===== config.mk =====
export PLATFORM = sky130hd
export DESIGN_NAME = vend_ctrl
export DESIGN_NICKNAME = d
export VERILOG_FILES = /design/src/rtl/vend_ctrl.sv
export SDC_FILE = /design/constraint.sdc
export NUM_CORES = 1
export LEC_CHECK = 0
export CAP_MARGIN = 5
export CORE_UTILIZATION = 51
export DETAILED_ROUTE_END_ITERATION = 12
export PLACE_DENSITY = 0.79
export SETUP_SLACK_MARGIN = 0.3
export SYNTH_ARGS = -nofsm -noshare
export SYNTH_HDL_FRONTEND = slang
export SYNTH_SLANG_ARGS = --single-unit
export TNS_END_PERCENT = 100

===== constraint.sdc =====
create_clock -name clk_i -period 4.2 [get_ports clk_i]
set_input_delay 0.84 -clock clk_i [delete_from_list [all_inputs] [get_ports clk_i]]
set_output_delay 0.84 -clock clk_i [all_outputs]
set_load 0.05 [all_outputs]

===== src/rtl/vend_ctrl.sv =====
// -----------------------------------------------------------------------------
// vend_ctrl
//   Soda vending controller with a programmable price. Credit is held in
//   5-cent units. When credit reaches the price, a one-cycle dispense pulse
//   is issued. Change, or a full refund on cancel, is paid out one coin at a
//   time over a valid/ready handshake to the coin-hopper driver.
//
// Ports
//   clk_i          clock, rising edge
//   rst_i          asynchronous active-high reset
//   coin_valid_i   coin present this cycle
//   coin_i[2:0]    one-hot coin: [0] nickel=1, [1] dime=2, [2] quarter=5 units
//   cancel_i       refund all credit
//   soda_o         one-cycle dispense pulse
//   coin_reject_o  one-cycle pulse: coin not credited, acceptor returns it
//   chg_valid_o    change coin offered
//   chg_coin_o     offered coin: 01 nickel, 10 dime, 11 quarter, 00 when idle
//   chg_ready_i    hopper takes the offered coin
//   credit_o       current credit in units
//   busy_o         controller not in IDLE
//   vend_count_o   total vends, wraps modulo 2^CNT_W
//
// Every output comes straight from a flop. The output process computes the
// values for the next cycle, and the output register captures them.
// -----------------------------------------------------------------------------
module vend_ctrl #(
  parameter int PRICE_U      = 4,
  parameter int MAX_CREDIT_U = 15,
  parameter int CREDIT_W     = $clog2(MAX_CREDIT_U + 1),
  parameter int CNT_W        = 16
) (
  input  logic                clk_i,
  input  logic                rst_i,
  input  logic                coin_valid_i,
  input  logic [2:0]          coin_i,
  input  logic                cancel_i,
  output logic                soda_o,
  output logic                coin_reject_o,
  output logic                chg_valid_o,
  output logic [1:0]          chg_coin_o,
  input  logic                chg_ready_i,
  output logic [CREDIT_W-1:0] credit_o,
  output logic                busy_o,
  output logic [CNT_W-1:0]    vend_count_o
);

  // The sum needs headroom above the credit width so that an overflowing
  // coin can be detected rather than silently wrapping.
  localparam int SUM_W = CREDIT_W + 3;
  localparam logic [SUM_W-1:0] PRICE_S = SUM_W'(PRICE_U);
  localparam logic [SUM_W-1:0] MAX_S   = SUM_W'(MAX_CREDIT_U);

  typedef enum logic [1:0] {
    IDLE   = 2'd0,
    VEND   = 2'd1,
    CHANGE = 2'd2
  } state_t;

  state_t              state, state_n;
  logic [CREDIT_W-1:0] credit, credit_n;
  logic [CNT_W-1:0]    vend_count;

  logic                soda_n, reject_n, chg_valid_n, busy_n;
  logic [1:0]          chg_coin_n;

  logic [2:0]          coin_value;
  logic                coin_onehot;
  logic [SUM_W-1:0]    sum;
  logic                coin_ok;
  logic                coin_accept;

  // Greedy change selection: the largest coin not exceeding the credit.
  function automatic logic [1:0] greedy_code(input logic [CREDIT_W-1:0] c);
    if (c >= CREDIT_W'(5))      return 2'b11;
    else if (c >= CREDIT_W'(2)) return 2'b10;
    else                        return 2'b01;
  endfunction

  function automatic logic [CREDIT_W-1:0] code_value(input logic [1:0] code);
    case (code)
      2'b11:   return CREDIT_W'(5);
      2'b10:   return CREDIT_W'(2);
      default: return CREDIT_W'(1);
    endcase
  endfunction

  // Coin decode. Zero or multi-hot codes are not coins at all.
  // NOTE: every always_comb output gets a default first, so no path can leave
  // it unassigned and infer a latch.
  always_comb begin
    coin_value  = 3'd0;
    coin_onehot = 1'b1;
    case (coin_i)
      3'b001:  coin_value = 3'd1;
      3'b010:  coin_value = 3'd2;
      3'b100:  coin_value = 3'd5;
      default: coin_onehot = 1'b0;
    endcase
  end

  assign sum     = SUM_W'(credit) + SUM_W'(coin_value);
  assign coin_ok = coin_valid_i && coin_onehot && (sum <= MAX_S);

  // Next-state and next-credit logic.
  always_comb begin
    state_n     = state;
    credit_n    = credit;
    coin_accept = 1'b0;
    unique case (state)
      IDLE: begin
        // Cancel has priority. A coin arriving with it is rejected below.
        if (cancel_i) begin
          if (credit != '0) state_n = CHANGE;
        end else if (coin_ok) begin
          coin_accept = 1'b1;
          if (sum >= PRICE_S) begin
            state_n  = VEND;
            credit_n = CREDIT_W'(sum - PRICE_S);
          end else begin
            credit_n = CREDIT_W'(sum);
          end
        end
      end
      VEND: begin
        state_n = (credit != '0) ? CHANGE : IDLE;
      end
      CHANGE: begin
        // The offered coin is always greedy_code(credit), because credit only
        // changes on a handshake.
        if (chg_ready_i) begin
          credit_n = credit - code_value(greedy_code(credit));
          if (credit_n == '0) state_n = IDLE;
        end
      end
      default: state_n = IDLE;
    endcase
  end

  // Output values for the next cycle.
  always_comb begin
    soda_n      = (state == IDLE) && (state_n == VEND);
    reject_n    = coin_valid_i && !coin_accept;
    chg_valid_n = (state_n == CHANGE);
    chg_coin_n  = chg_valid_n ? greedy_code(credit_n) : 2'b00;
    busy_n      = (state_n != IDLE);
  end

  // NOTE: sequential state uses non-blocking assignments, so every flop
  // samples the values from before the edge, whatever the statement order.
  always_ff @(posedge clk_i or posedge rst_i) begin
    if (rst_i) begin
      state      <= IDLE;
      credit     <= '0;
      vend_count <= '0;
    end else begin
      state  <= state_n;
      credit <= credit_n;
      if (soda_n) vend_count <= vend_count + 1'b1;
    end
  end

  always_ff @(posedge clk_i or posedge rst_i) begin
    if (rst_i) begin
      soda_o        <= 1'b0;
      coin_reject_o <= 1'b0;
      chg_valid_o   <= 1'b0;
      chg_coin_o    <= 2'b00;
      busy_o        <= 1'b0;
    end else begin
      soda_o        <= soda_n;
      coin_reject_o <= reject_n;
      chg_valid_o   <= chg_valid_n;
      chg_coin_o    <= chg_coin_n;
      busy_o        <= busy_n;
    end
  end

  assign credit_o     = credit;
  assign vend_count_o = vend_count;

endmodule


==> results of run 1 <==
==> cells in the final DEF (no fill, tap or decap), types with 2 or more instances in the layout <==
cell type | netlist | final
inv_1 | 12 | 11
o21a_1 | 2 | 2
nand2_1 | 10 | 9
nor2_1 | 15 | 13
xnor2_1 | 20 | 18
nand2b_1 | 2 | 2
dlymetal6s2s_1 | 0 | 2
nor2_2 | 2 | 3
nor2b_1 | 5 | 4
ha_2 | 0 | 3
buf_4 | 1 | 17
clkbuf_4 | 0 | 3
ha_1 | 9 | 5
a21oi_1 | 5 | 5
xnor2_2 | 0 | 2
a21o_1 | 2 | 2
nand3_1 | 3 | 2
dfrtp_1 | 28 | 28
clkdlybuf4s50_1 | 0 | 30
o21ai_0 | 3 | 3
o31ai_1 | 2 | 2
and3_1 | 5 | 5
nand4_1 | 12 | 12
==> power by group <==
group / switching, uW / internal [uW] / total [uW] / leakage (uW)
clock network: 75.6 / 96.4 / 172 / 0.0000279
registers: 85.9 / 321 / 407 / 0.000361
logic: 533 / 426 / 959 / 0.000651
total: 695 / 843 / 1540 / 0.00104
==> layout make-up <==
class                           instances  area [um2]  share of cell area
Clock buffer                            3        22.5             0.00949
Multi-Input combinational cell        128        1040               0.437
Tap cell                               44        55.1              0.0232
Timing Repair Buffer                   51         482               0.203
Sequential cell                        28         701               0.295
Clock inverter                          1        30.0              0.0127
Inverter                               12        45.0              0.0190
==> cells by family (layout without fill, tap and decap cells) <==
logic type	count (synthesis)	in the layout
AOI/OAI and AO/OA	25	25
xor gates and xnor gates	21	21
adders and majority gates	11	11
buffers and inverters	14	67
DFF	28	28
muxes	3	3
and+or+nand+nor	68	68
==> worst max-delay path, stage by stage <==
cell and delay [ns]:
dlymetal6s2s_1 0.13, buf_4 0.15, xnor2_1 0.21, nor2_2 0.06
ha_2 0.18, buf_4 0.12, buf_4 0.12, a21o_1 0.20
a21oi_4 0.16, xnor2_2 0.14, inv_1 0.06, ha_2 0.18
nand2_2 0.06, nor2_2 0.04, nor4_2 0.21, buf_4 0.17
nor4_4 0.04, a311o_1 0.35, a2111o_1 0.35, o311a_1 0.12
==> layer usage <==
| metal | vias up | global-route usage |
|---|---|---|
| met3 | 2 | 0.0368 |
| met5 | - | 0 |
| met2 | 51 | 0.375 |
| met1 | 709 | 0.322 |
| met4 | 0 | 0.0233 |
| li1 | 708 | - |
==> metrics by stage <==
stage                     cells  utilization  setup TNS, ns  area, um2  power, uW
final                       267        0.758              0       2370       1540
after detailed placement    256        0.696         -0.341       2180       1250
after CTS                   262        0.725              0       2270       1460
after floorplan             170            -              0       1710        989
after global routing        267        0.758              0       2370       1650
after global placement      256        0.696        -0.0905       2180       1220
==> flip-flops by register name, summed over array words and instances, names as in the netlist <==
name / flops
coin_reject_o: 1
chg_valid_o: 1
soda_o: 1
state: 2
credit_o: 4
chg_coin_o: 2
vend_count_o: 16
busy_o: 1
==> final timing paths <==
path	start	to	slack, ns	cells past startpoint
hold / removal	vend_count_o[10]	vend_count_o[10]	0.51	1
setup / recovery	coin_i[2]	chg_coin_o[0]	0.51	20
hold reg to reg	vend_count_o[10]	vend_count_o[10]	0.51	1
min in group asynchronous	rst_i	vend_count_o[5]	1.05	2
max in group asynchronous	rst_i	coin_reject_o	2.53	2
setup reg to reg	credit_o[1]	chg_coin_o[0]	0.95	12
==> timing repair <==
action                     in CTS  in global routing
setup endpoints to repair       2                 17
gates resized for setup         6                 16
pin swaps                       3                 15
hold endpoints to repair        0                  0
buffers inserted                2                  5
==> metrics.md, run 1 <==
| Metric | Value |
|---|---|
| Run status | `completed` |
| #FFs+latches synth | `28` |
| Later-pin clock latency in the skew report | `0.32 ns` |
| Total overflow reported by the global router | `0` |
| Number of warning messages in the yosys log | `0` |
| Minimum clock period | `3.69 ns` |
| Layout cell share with drive strength beyond 1 | `0.220` |
| Core box area | `3130 um2` |
| Number of maximum-capacitance constraint violations | `0` |
| Main flop type after synthesis | `dfrtp_1` |
| Crit-path max FO | `3` |
| Leakage | `0.00104 uW` |
| Number of H-tree levels | `1` |
| RSZ-0062 raised after global routing | `false` |
| Count of clock tree sinks | `28` |
| Largest family of logic cells by synthesized area | `simple AND/OR/NAND/NOR gates` |
| Met3 Routed Length | `138 um` |
| Top-level port count | `34` |
| Post-placement worst setup slack | `-0.220 ns` |
| Cell types occupying the most area after synthesis | `dfrtp_1 (41%), xnor2_1 (10%), ha_1 (6.6%)` |
| Kind of start point of the critical path | `input pin` |
| Routed Wire Length | `3.76 mm` |
| Routed via count | `roughly 1500` |
| Die width | `59.9 um` |
| Worst IR drop on VDD | `0.000714 V` |
| DR iter-0 viols | `between 70 and 80` |
| CP arrival | `3.91 ns` |
| Count leader, synth | `dfrtp_1` |
| Clock slew at the register clock pins of the worst setup and hold paths | `0.15 ns` |
| Highest routed metal layer | `met4` |
| Die area | `about 3600 um2` |
| Register area share after synthesis | `0.410` |
| Global Route Usage Sum | `0.226` |
| Mean instance size in the synthesized netlist | `around 10 um2` |
| Simple-gate share of the synthesized area | `0.227` |
| Cell area after synthesis | `roughly 1700 um2` |
| Remaining DRCs | `0` |
| Number of optimization iterations in the first detailed-route pass | `5` |
| Worst-Margin Slew | `1.04 ns` |
| Max Root-Sink Buffers | `2` |
| Synth Area in Adders | `0.0893` |
| Final hold viol count | `0` |
| Worst clock skew | `around 0.0074 ns` |
| Hold slack | `0.507 ns` |
| Final weighted congestion of routability-driven global placement | `0.897` |
| Cell Pwr Density | `648 nW/um2` |
| Met2 WL post-DR | `1.86 mm` |
| Initial antenna violation count | `0` |
| Number of vias per cell | `around 5.5` |
| Initial cell density of the core | `0.546` |
| Cell taking the most area after synthesis | `dfrtp_1` |
| Post-DP HPWL | `roughly 2.8 mm` |
| Fraction of the mapped netlist area in compound gates | `0.113` |
| Post-synthesis cell count | `170` |
| Clock buffers created by TritonCTS | `3` |
| Number of global-route vias before repair | `1341` |
| WL/cell | `14.1 um` |
| Commonest cells in the synthesized netlist | `dfrtp_1 (28), xnor2_1 (20), nor2_1 (15), inv_1 (12), nand4_1 (12)` |
| Post-detailed-route count of antenna-violating nets | `0` |
| Quantity of I/O buffers inserted on ports | `33` |
| Filler cells | `229` |
| First-pass GRT wire length | `6.09 mm` |
| # rows | `20` |
| Mux contribution to synthesized area | `0.0205` |
| Maximum clock frequency | `0.271 GHz` |
| Worst slew margin relative to its limit | `0.308` |
| Setup slack after layout | `between 0.5 and 0.6 ns` |
| Crit end category | `register` |
| DRT met1 WL | `~1.7 mm` |
| Tcrit/Tclk final | `0.878` |
| Number of distinct library cell variants in the gate-level netlist after synthesis | `49` |
| Critical Setup Path Class | `in2reg` |
| Pin count of the biggest net entering global routing | `29` |
| Fraction of registers with async set/reset | `1.00` |
| Fin. max-slew vios | `0` |
| Number of hold buffers added after CTS | `0` |
| Antenna Cells | `0` |
| Area added between synthesis and finish | `38.8%` |
| Final setup viols | `0` |
| Share of the synthesized area in the top cell type | `0.410` |
| CTS Root Cell | `clkbuf_4` |
| Number of enable-type register cells in the synthesized netlist | `0` |
| Clock tree from TritonCTS | `done` |
| Post-synthesis share of cell area spent on xor and xnor gates | `0.108` |
| Worst min-delay path class | `reg2reg` |
| CP Data Required Time | `4.43 ns` |
| Post-Synthesis Net Count | `189` |
| Layout net count | `243` |
| Die Span Y | `59.9 um` |
Note: power is estimated with default switching activity, not from simulation.
==> run 2, diff against run 1 <==
--- a/config.mk
+++ b/config.mk
@@ -5,9 +5,11 @@
 export SDC_FILE = /design/constraint.sdc
 export NUM_CORES = 1
 export LEC_CHECK = 0
+export ABC_CLOCK_PERIOD_IN_PS = 3950
 export CAP_MARGIN = 5
 export CORE_UTILIZATION = 51
 export DETAILED_ROUTE_END_ITERATION = 12
+export MAX_ROUTING_LAYER = met4
 export PLACE_DENSITY = 0.79
 export SETUP_SLACK_MARGIN = 0.3
 export SYNTH_ARGS = -nofsm -noshare
==> constraint.sdc (replaced) <==
create_clock -name clk_i -period 3.95 [get_ports clk_i]
set_input_delay 0.79 -clock clk_i [delete_from_list [all_inputs] [get_ports clk_i]]
set_output_delay 0.79 -clock clk_i [all_outputs]
set_load 0.05 [all_outputs]
==> run 2 against run 1 <==
  * Clock power shrank 20%
  * Final cell count shrank 0.75%
  * Power grew 1.4%
  * Global-route usage grew 2.0 points
  * Largest power group unchanged
  * Worst hold slack lost 0.030 ns
  * Utilization shrank 3.1 points
==> metrics.md, run 2 (synthesis gave the netlist of run 1 again) <==
| Metric | Value |
|---|---|
| Critical Setup Path Class | `in2reg (unchanged)` |
| CP arrival | `3.84 ns (was 3.91 ns)` |
| Filler cells | `245 (was 229)` |
| Tcrit/Tclk final | `0.914` |
| Sum of negative setup slack | `0 ns (unchanged)` |
| Die width | `59.9 um (unchanged)` |
| Cell area after placement | `2210 um2 (was 2180 um2)` |
| Worst slew margin relative to its limit | `0.333 (was 0.308)` |
| Remaining DRCs | `0 (unchanged)` |
| Number of maximum-capacitance constraint violations | `0 (unchanged)` |
| Fin. max-slew vios | `0 (unchanged)` |
| Relative contribution of combinational cells to total power | `0.634 (was 0.624)` |
| Number of vias per cell | `5.51 (about the same)` |
| Met2 capacity usage during global routing | `0.417 (was 0.375)` |
| Number of global-route vias before repair | `1432 (was 1341)` |
| Leakage | `0.00100 uW (was 0.00104 uW)` |
| Kind of start point of the critical path | `input pin (unchanged)` |
| Worst min-delay path class | `reg2reg (unchanged)` |
| Max Root-Sink Buffers | `2 (unchanged)` |
| Maximum clock frequency | `0.277 GHz` |
| Crit-path max FO | `4 (was 3)` |
| WL/cell | `14.5 um (was 14.1 um)` |
| Number of cell instances on the worst register-to-register path | `12 (unchanged)` |
| Layout cell share with drive strength beyond 1 | `0.204 (was 0.220)` |
| Flip-flop count of the largest register after layout | `16 (unchanged)` |
| Area of the multi-input gates | `1000 um2 (was 1040 um2)` |
| Internal reg-to-reg setup slack | `0.64 ns (was 0.95 ns)` |
| Sequential group share of total power | `0.277 (was 0.264)` |
| Quantity of I/O buffers inserted on ports | `33 (unchanged)` |
| Cell Pwr Density | `685 nW/um2 (was 648 nW/um2)` |
| Total overflow reported by the global router | `0 (unchanged)` |
| Crit end category | `register (unchanged)` |
| Layout net count | `241 (was 243)` |
| CP Data Required Time | `4.18 ns (was 4.43 ns)` |
| R2R Path End | `chg_coin_o[0] (unchanged)` |
| Worst-Margin Slew | `1.00 ns (was 1.04 ns)` |
| Worst IR drop on VDD | `0.000533 V (was 0.000714 V)` |
| Register Area | `701 um2 (unchanged)` |
| RSZ-0062 raised after global routing | `false (unchanged)` |
| Core box area | `3130 um2 (unchanged)` |
| Final weighted congestion of routability-driven global placement | `0.861 (was 0.897)` |
| Clock slew at the register clock pins of the worst setup and hold paths | `0.14 ns (was 0.15 ns)` |
| Top-level port count | `34 (unchanged)` |
| Die area | `3590 um2 (unchanged)` |
| Die Span Y | `59.9 um (unchanged)` |
| Startpoint of the tightest hold check path | `vend_count_o[15] (was vend_count_o[10])` |
| Internal power consumption | `824 uW (was 843 uW)` |
| Initial cell density of the core | `0.546 (unchanged)` |
| Final hold viol count | `0 (unchanged)` |
| Worst clock skew | `0.00560 ns (was 0.00744 ns)` |
| Most common cell after layout, fill and taps aside | `clkdlybuf4s50_1 (unchanged)` |
| # rows | `20 (unchanged)` |
| Later-pin clock latency in the skew report | `0.33 ns (was 0.32 ns)` |
| Final setup viols | `0 (unchanged)` |
| Minimum clock period | `3.61 ns` |
| Clock buffers created by TritonCTS | `3 (unchanged)` |
| Pin count of the biggest net entering global routing | `29 (unchanged)` |
| Count of clock tree sinks | `28 (unchanged)` |
| Number of stages on the worst hold path | `1 (unchanged)` |
| Launch instance of the worst register-to-register path | `credit_o[1] (unchanged)` |
| Worst min-delay path endpoint | `vend_count_o[15] (was vend_count_o[10])` |
| Commonest cells after routing, fill and taps aside | `clkdlybuf4s50_1 (30), dfrtp_1 (28), xnor2_1 (18), buf_4 (16), nor2_1 (15) (was clkdlybuf4s50_1 (30), dfrtp_1 (28), xnor2_1 (18), buf_4 (17), nor2_1 (13))` |
| Top Usage Layer GRT | `met2 (unchanged)` |
| Number of H-tree levels | `1 (unchanged)` |
| Routed Wire Length | `3.84 mm (was 3.76 mm)` |
| Post-detailed-route count of antenna-violating nets | `0 (unchanged)` |
| DR iter-0 viols | `83 (was 71)` |
| Final std cell area, no fill | `2270 um2 (was 2370 um2)` |
| Initial antenna violation count | `0 (unchanged)` |
| Met1 GRT Util | `0.292 (was 0.322)` |
| Post-DP HPWL | `2.93 mm (was 2.83 mm)` |
| Antenna Cells | `0 (unchanged)` |
| CTS Root Cell | `clkbuf_4 (unchanged)` |
| Met3 demand-to-capacity share in global routing | `0.0411 (was 0.0368)` |
| Switching Share | `0.472 (was 0.452)` |
| Global Route Usage Sum | `0.246 (was 0.226)` |
| Clock group share of total power | `0.089 (was 0.112)` |
| Clock tree from TritonCTS | `done (unchanged)` |
| Routed via count | `1461 (was 1470)` |
| Run status | `completed (unchanged)` |
| First-pass GRT wire length | `6.35 mm (was 6.09 mm)` |
| Area added between synthesis and finish | `33.1% (was 38.8%)` |
| Switching component of the power | `735 uW (was 695 uW)` |
| Number of optimization iterations in the first detailed-route pass | `4 (was 5)` |
run 2: timing repair:
item                                    in CTS  in global routing
hold buffers                                 0                  0
gates resized for setup                      3                 13
buffers inserted                             0                  2
pin swaps                                    0                  8
endpoints found under the setup margin      16                  2
run 2: power groups by stage:
stage	sequential (uW)	combinational [uW]	clock, uW
global placement	432	897	0
detailed placement	435	936	0
global route	442	1090	151
floorplan	564	504	0
finish	433	988	138
CTS	430	940	143
run 2: metrics by stage:
step            util  hold slack (ns)  instances  setup slack, ns  total power (uW)
2_1_floorplan      -            0.690        170            0.355              1070
3_3_place_gp   0.706            0.460        259           -0.210              1330
3_5_place_dp   0.706            0.466        259           -0.316              1370
4_1_cts        0.716            0.485        263            0.319              1510
5_1_grt        0.727            0.490        265            0.282              1680
6_report       0.727            0.477        265            0.342              1560
run 2: metal layers:
metal | vias to the layer above | part of all wire
met5 | - | 0
met4 | 0 | 0.015
met3 | 6 | 0.026
met2 | 31 | 0.52
met1 | 720 | 0.44
li1 | 704 | -
run 2: worst max-delay path, stage by stage:
cell      delay, ns
buf_2          0.13
or3b_4         0.41
inv_1          0.10
ha_4           0.20
a21o_1         0.20
a21oi_4        0.18
xnor2_2        0.14
inv_1          0.07
ha_2           0.17
nand2_1        0.05
nor2_1         0.05
nor4_2         0.37
nor4_1         0.13
a311o_1        0.37
a2111o_1       0.36
o311a_1        0.13
run 2: area by class of cell:
cell class,instances,area share
Clock buffer,4,0.0160
Inverter,12,0.0198
Sequential cell,28,0.308
Timing Repair Buffer,49,0.191
Multi-Input combinational cell,128,0.441
Tap cell,44,0.0242
run 2: worst max-delay path by stage:
stage	start	end	slack [ns]	cells past startpoint
5_1_grt	coin_i[0]	chg_coin_o[0]	0.28	16
3_3_place_gp	coin_i[1]	chg_coin_o[0]	-0.21	15
3_5_place_dp	coin_i[1]	chg_coin_o[0]	-0.32	15
4_1_cts	coin_i[1]	chg_coin_o[0]	0.32	15
2_1_floorplan	coin_i[2]	chg_coin_o[0]	0.36	14
6_report	coin_i[0]	chg_coin_o[0]	0.34	16
==> edit 1 (config.mk and constraints of run 1) <==
`CNT_W`: 16 -> 32.
--- a/src/rtl/vend_ctrl.sv
+++ b/src/rtl/vend_ctrl.sv
@@ -29,3 +29,3 @@
   parameter int CREDIT_W     = $clog2(MAX_CREDIT_U + 1),
-  parameter int CNT_W        = 16
+  parameter int CNT_W        = 32
 ) (
Ports: changed (resized vend_count_o); port bits go from 34 to 50. No check against the original RTL was run, so the function may have changed too.
==> edit 1 against run 1 <==
Sequential cell count increased by 16; setup slack got worse by 0.17 ns; routed wire length increased by 43%; clock skew decreased by 0.0017 ns; fmax decreased by 4.5%; worst hold slack got worse by 0.036 ns; power increased by 21%; critical path depth decreased by 2; cell area increased by 41%; via count increased by 31%; cell count increased by 33%; core utilization increased by 0.33 points; first-iteration DRC count increased by 48%; largest cell class unchanged; area after synthesis increased by 37%.
==> edit 1: results (changes against run 1) <==
DR vias/cell=5.425 (-1.5%); EDFF count, synth=0 (unchanged); worst vdd ir=0.5441 mV (-24%); Final Skew=0.005784 ns (-0.001652 ns); placed wire-length estimate=3.703 mm (+31%); Post-Synth XOR/XNOR Area=13.45% (+2.7 points); beginning of the worst hold path=vend_count_o[31]$_DFFE_PP0P_; CTS max path bufs=2 (unchanged); GP Congestion=0.9165 (+2.2%); DRT iter0 DRCs=105 (+48%); CP peak stage delay=0.44 ns (+0.09 ns); sequential fraction of the synthesis area=46.96% (+6.0 points); max FFs per register=32 (+16); largest net degree at the start of global routing=45 (+55%); worst reg-to-reg setup slack=0.69 ns (-0.26 ns); Top Family by Delay on Critical Path=simple AND/OR/NAND/NOR gates; fin nets=322 (+33%); # diodes=0 (unchanged); Buffers on Ports=49 (+48%); GRT Util Overall=22.86% (+0.25 points); Worst R2R Start=credit_o[0]$_DFF_PP0_; root buffer cell=clkbuf_8; Synth area leaders=dfrtp_1 (47%), xnor2_1 (11%), ha_1 (4.8%), nand3_1 (4.5%), inv_1 (2.7%); first-pass GRT wire length=8.790 mm (+44%); vias in the first global route=1854 (+38%); CTS buffer count=5 (+2); critical path peak fanout=6 (+3); hold endpoint=vend_count_o[31]$_DFFE_PP0P_; TritonRoute pass-1 iters=4 (-1); Post-Synth Adder-Cell Area=6.510% (-2.4 points); hold crit path type=reg -> reg; synthesized instance count=221 (+30%); Area after DPL=3093 sq um (+42%); Post-Route WL=5.359 mm (+43%); Critical Path Start=coin_i[2]; Synthesized Nets=240 (+27%); share of cells above drive strength 1=22.11% (+0.14 points); Skew-Pair Late Insertion Delay=0.30 ns (-0.02 ns); Critical-path top delay cell=or4_4; H-Tree Depth=2 (+1); slew margin rel.=64.62% (+34 points); total placed cells including tap cells=345 (+35%); Setup WS post-layout=0.3387 ns (-0.1729 ns); yosys warns=0 (unchanged); Hold Slack=0.4705 ns (-0.03637 ns); clock-pin transition on the worst setup and hold timing paths=0.08 ns (-0.07 ns); Leakage=0.001525 uW (+47%); crit path DAT=4.04 ns (+0.13 ns); initial antenna violation count=0 (unchanged); Setup WS pre-CTS=-0.4586 ns (-0.2391 ns); reg-to-reg endpoint=vend_count_o[22]$_DFFE_PP0P_; Synth cell types=44 (-10%); reg2reg path depth=15 (+3); Compound-Gate Fraction of Synth Area=7.471% (-3.8 points); status=finished, final reports clean; Final Non-Filler Cells=355 (+33%); hold_buf cts=0 (unchanged); mux share of post-synthesis cell area=0.4269% (-1.6 points); Post-synth top cells=dfrtp_1 (44), xnor2_1 (29), nand3_1 (21)
==> edit 1: cell count changes after synthesis, sizes merged, moves of 3 or more <==
cell	change
nor3	+8
nand4	-6
nand3	+18
nand2	+3
nor2	-5
dfrtp	+16
inv	+5
xor2	+6
nor3b	+3
xnor2	+9
==> edit 1: metal layers <==
| metal | share of wire, % | track usage (%) | vias to the layer above |
|---|---|---|---|
| li1 | - | - | 935 |
| met1 | 44 | 29.96 | 935 |
| met2 | 50 | 36.97 | 44 |
| met3 | 3.9 | 5.378 | 12 |
| met4 | 2.3 | 8.444 | 0 |
| met5 | 0 | 0 | - |
==> edit 1: kinds of logic (layout without fill, tap and decap cells) <==
family / count (synthesis) / count (layout)
adder cells (fa/ha/maj): 11 / 11
flip-flops: 44 / 44
AND/OR/NAND/NOR: 88 / 88
multiplexers: 1 / 1
XOR/XNOR: 36 / 36
AO/OA/AOI/OAI: 22 / 22
buffers and inverters: 19 / 101
==> edit 1: what timing repair did <==
action / CTS / global route
resized for setup: 19 / 19
setup buffers: 2 / 1
pin swaps: 5 / 15
setup endpoints to repair: 31 / 28
==> edit 1: area by class of cell <==
type	instances	area [sq um]
Clock buffer	5	68.82
Inverter	17	63.81
Clock inverter	2	60.06
Fill cell	306	1045
Sequential cell	44	1101
Multi-Input combinational cell	158	1266
Timing Repair Buffer	77	714.4
Tap cell	52	65.06
==> edit 1: report_power, final <==
| part | total (uW) | switching [uW] | internal, uW | leakage, uW |
|---|---|---|---|---|
| clock | 374 | 140 | 234 | 0.0000642 |
| sequential | 547 | 70.4 | 477 | 0.000581 |
| combinational | 939 | 527 | 412 | 0.000880 |
| total | 1860 | 738 | 1120 | 0.00152 |
==> edit 2 (flow settings as in run 1) <==
Made on the original files. The 3 states of `state_t` get a one-hot encoding in 3 bits.
--- a/src/rtl/vend_ctrl.sv
+++ b/src/rtl/vend_ctrl.sv
@@ -52,6 +52,6 @@
 
-  typedef enum logic [1:0] {
-    IDLE   = 2'd0,
-    VEND   = 2'd1,
-    CHANGE = 2'd2
+  typedef enum logic [2:0] {
+    IDLE   = 3'b001,
+    VEND   = 3'b010,
+    CHANGE = 3'b100
   } state_t;
Formal check against the unedited RTL: same outputs for any inputs over 10 cycles, from zero or initial values and one cycle with rst_i high; not proved beyond that.
==> edit 2 against run 1 <==
Die area increased by 1.6%; power down 2.0%; combinational power decreased by 12%; non-clock buffer count rose by 1; sequential cell count rose by 1; worst hold slack lost 0.037 ns; area after synthesis increased by 1.7%; cell area up 1.4%; routed wire length increased by 6.0%; setup slack gained 0.032 ns; largest power group unchanged; critical path depth is 4 lower; clock power is 37% higher.
==> edit 2: results (changes against run 1) <==
CP peak stage delay=0.37 ns (+0.02 ns); Critical Path Start=coin_i[0]; CTS buffer count=5 (+2); largest net degree at the start of global routing=30 (+3.4%); met3 routed WL=267 microns (+93%); Setup WS pre-CTS=-0.1630 ns (+0.05653 ns); H-Tree Depth=2 (+1); reg2reg path depth=13 (+1); Tightest Pin Transition=1.077 ns (+0.03991 ns); Critical-path top delay cell=fa_2; Routed met2 length=1.956 mm (+5.3%); worst setup path class=in -> reg; worst vdd ir=0.4290 mV (-40%); first-pass GRT wire length=6.423 mm (+5.4%); DRT iter0 DRCs=77 (+8.5%); Setup WS post-layout=0.5436 ns (+0.03200 ns); reg-to-reg endpoint=chg_coin_o[0]$_DFF_PP0_; DR vias/cell=5.629 (+2.2%); TritonRoute pass-1 iters=4 (-1); Synth area leaders=dfrtp_1 (40%), xnor2_1 (7.1%), ha_1 (6.5%), xor2_1 (3.0%), a21oi_1 (2.9%); Synth cell types=46 (-6.1%); fin nets=246 (+1.2%); Synthesized Nets=190 (+0.53%); die width=60.38 microns (+0.81%); share of cells above drive strength 1=21.93% (-0.043 points); Final Skew=0.01517 ns (+0.007731 ns); clock-pin transition on the worst setup and hold timing paths=0.08 ns (-0.07 ns); FILL cells=217 (-5.2%); GP Congestion=0.8722 (-2.8%); GRT Util Overall=23.96% (+1.3 points); Post-synth top cells=dfrtp_1 (28), xnor2_1 (14), inv_1 (13), nand2_1 (13); status=finished, final reports clean; Leakage=0.001102 uW (+6.0%); worst reg-to-reg setup slack=0.88 ns (-0.07 ns); vias in the first global route=1434 (+6.9%); crit path DAT=3.86 ns (-0.05 ns); wl on met1=1.705 mm (-2.3%); Post-Route WL=3.986 mm (+6.0%); sequential fraction of the synthesis area=41.83% (+0.83 points); placed wire-length estimate=2.778 mm (-1.9%)
## edit 2: cell types whose count changed in the layout (fill, tap and decap cells not counted), sizes merged, moves of 3 or more
| cell | run 1 | this run |
|---|---|---|
| clkbuf | 3 | 9 |
| nor2b | 5 | 2 |
| a21oi | 6 | 10 |
| a211oi | 0 | 3 |
| xnor2 | 20 | 14 |
| nor3b | 1 | 5 |
| nor2 | 17 | 10 |
| nand4 | 12 | 9 |
| xor2 | 1 | 6 |
| nand2 | 10 | 13 |
## edit 2: worst min path at each step
stage | start | to | slack, ns | cells after the start
4_1_cts | vend_count_o[15]$_DFFE_PP0P_ | vend_count_o[15]$_DFFE_PP0P_ | 0.47 | 1
5_1_grt | vend_count_o[15]$_DFFE_PP0P_ | vend_count_o[15]$_DFFE_PP0P_ | 0.48 | 1
6_report | vend_count_o[15]$_DFFE_PP0P_ | vend_count_o[15]$_DFFE_PP0P_ | 0.47 | 1
3_5_place_dp | vend_count_o[15]$_DFFE_PP0P_ | vend_count_o[15]$_DFFE_PP0P_ | 0.46 | 1
3_3_place_gp | vend_count_o[15]$_DFFE_PP0P_ | vend_count_o[15]$_DFFE_PP0P_ | 0.46 | 1
2_1_floorplan | state[2]$_DFF_PP0_ | chg_valid_o$_DFF_PP0_ | 0.49 | 1
## edit 2: logic make-up after synthesis
family,after synthesis,synth area share (%)
flip-flops,29,41.83
multiplexers,2,1.224
XOR/XNOR,20,10.08
AND/OR/NAND/NOR,59,19.51
buffers and inverters,16,4.104
adder cells (fa/ha/maj),11,8.784
AO/OA/AOI/OAI,34,14.47
## edit 2: cell type report
cell class / instances / area (sq um) / area share (%)
multi-input cells: 126 / 1017 / 42.28
clock inverters: 1 / 30.03 / 1.248
well taps: 44 / 55.05 / 2.288
flip-flops and latches: 29 / 726.9 / 30.21
repair buffers: 52 / 473.0 / 19.66
clock buffers: 7 / 55.05 / 2.288
inverters: 13 / 48.80 / 2.028
## edit 2: layer usage
metal  vias to the layer above  GRT usage (%)
met5                         -              0
met4                         0          7.641
met3                         7          5.330
met2                        61          39.25
met1                       740          31.60
li1                        723              -
## edit 2: metrics by stage
stage,setup TNS (ns),instances,cell area (sq um)
detailed placement,-0.4401,257,2191
finish,0,272,2406
global placement,-0.02457,257,2191
floorplan,0,171,1738
CTS,0,268,2326
global route,0,272,2406
## edit 2: timing repair
action | in CTS | in global routing
setup buffers | 3 | 4
pin swaps | 5 | 14
setup endpoints to repair | 4 | 11
hold buffers | 0 | 0
gates resized for setup | 8 | 18
## edit 2: report_power, final
group | internal, uW | leakage, uW | switching, uW
sequential | 336 | 0.000376 | 87.0
combinational | 356 | 0.000680 | 492
clock | 142 | 0.0000455 | 93.7
total | 834 | 0.00110 | 673
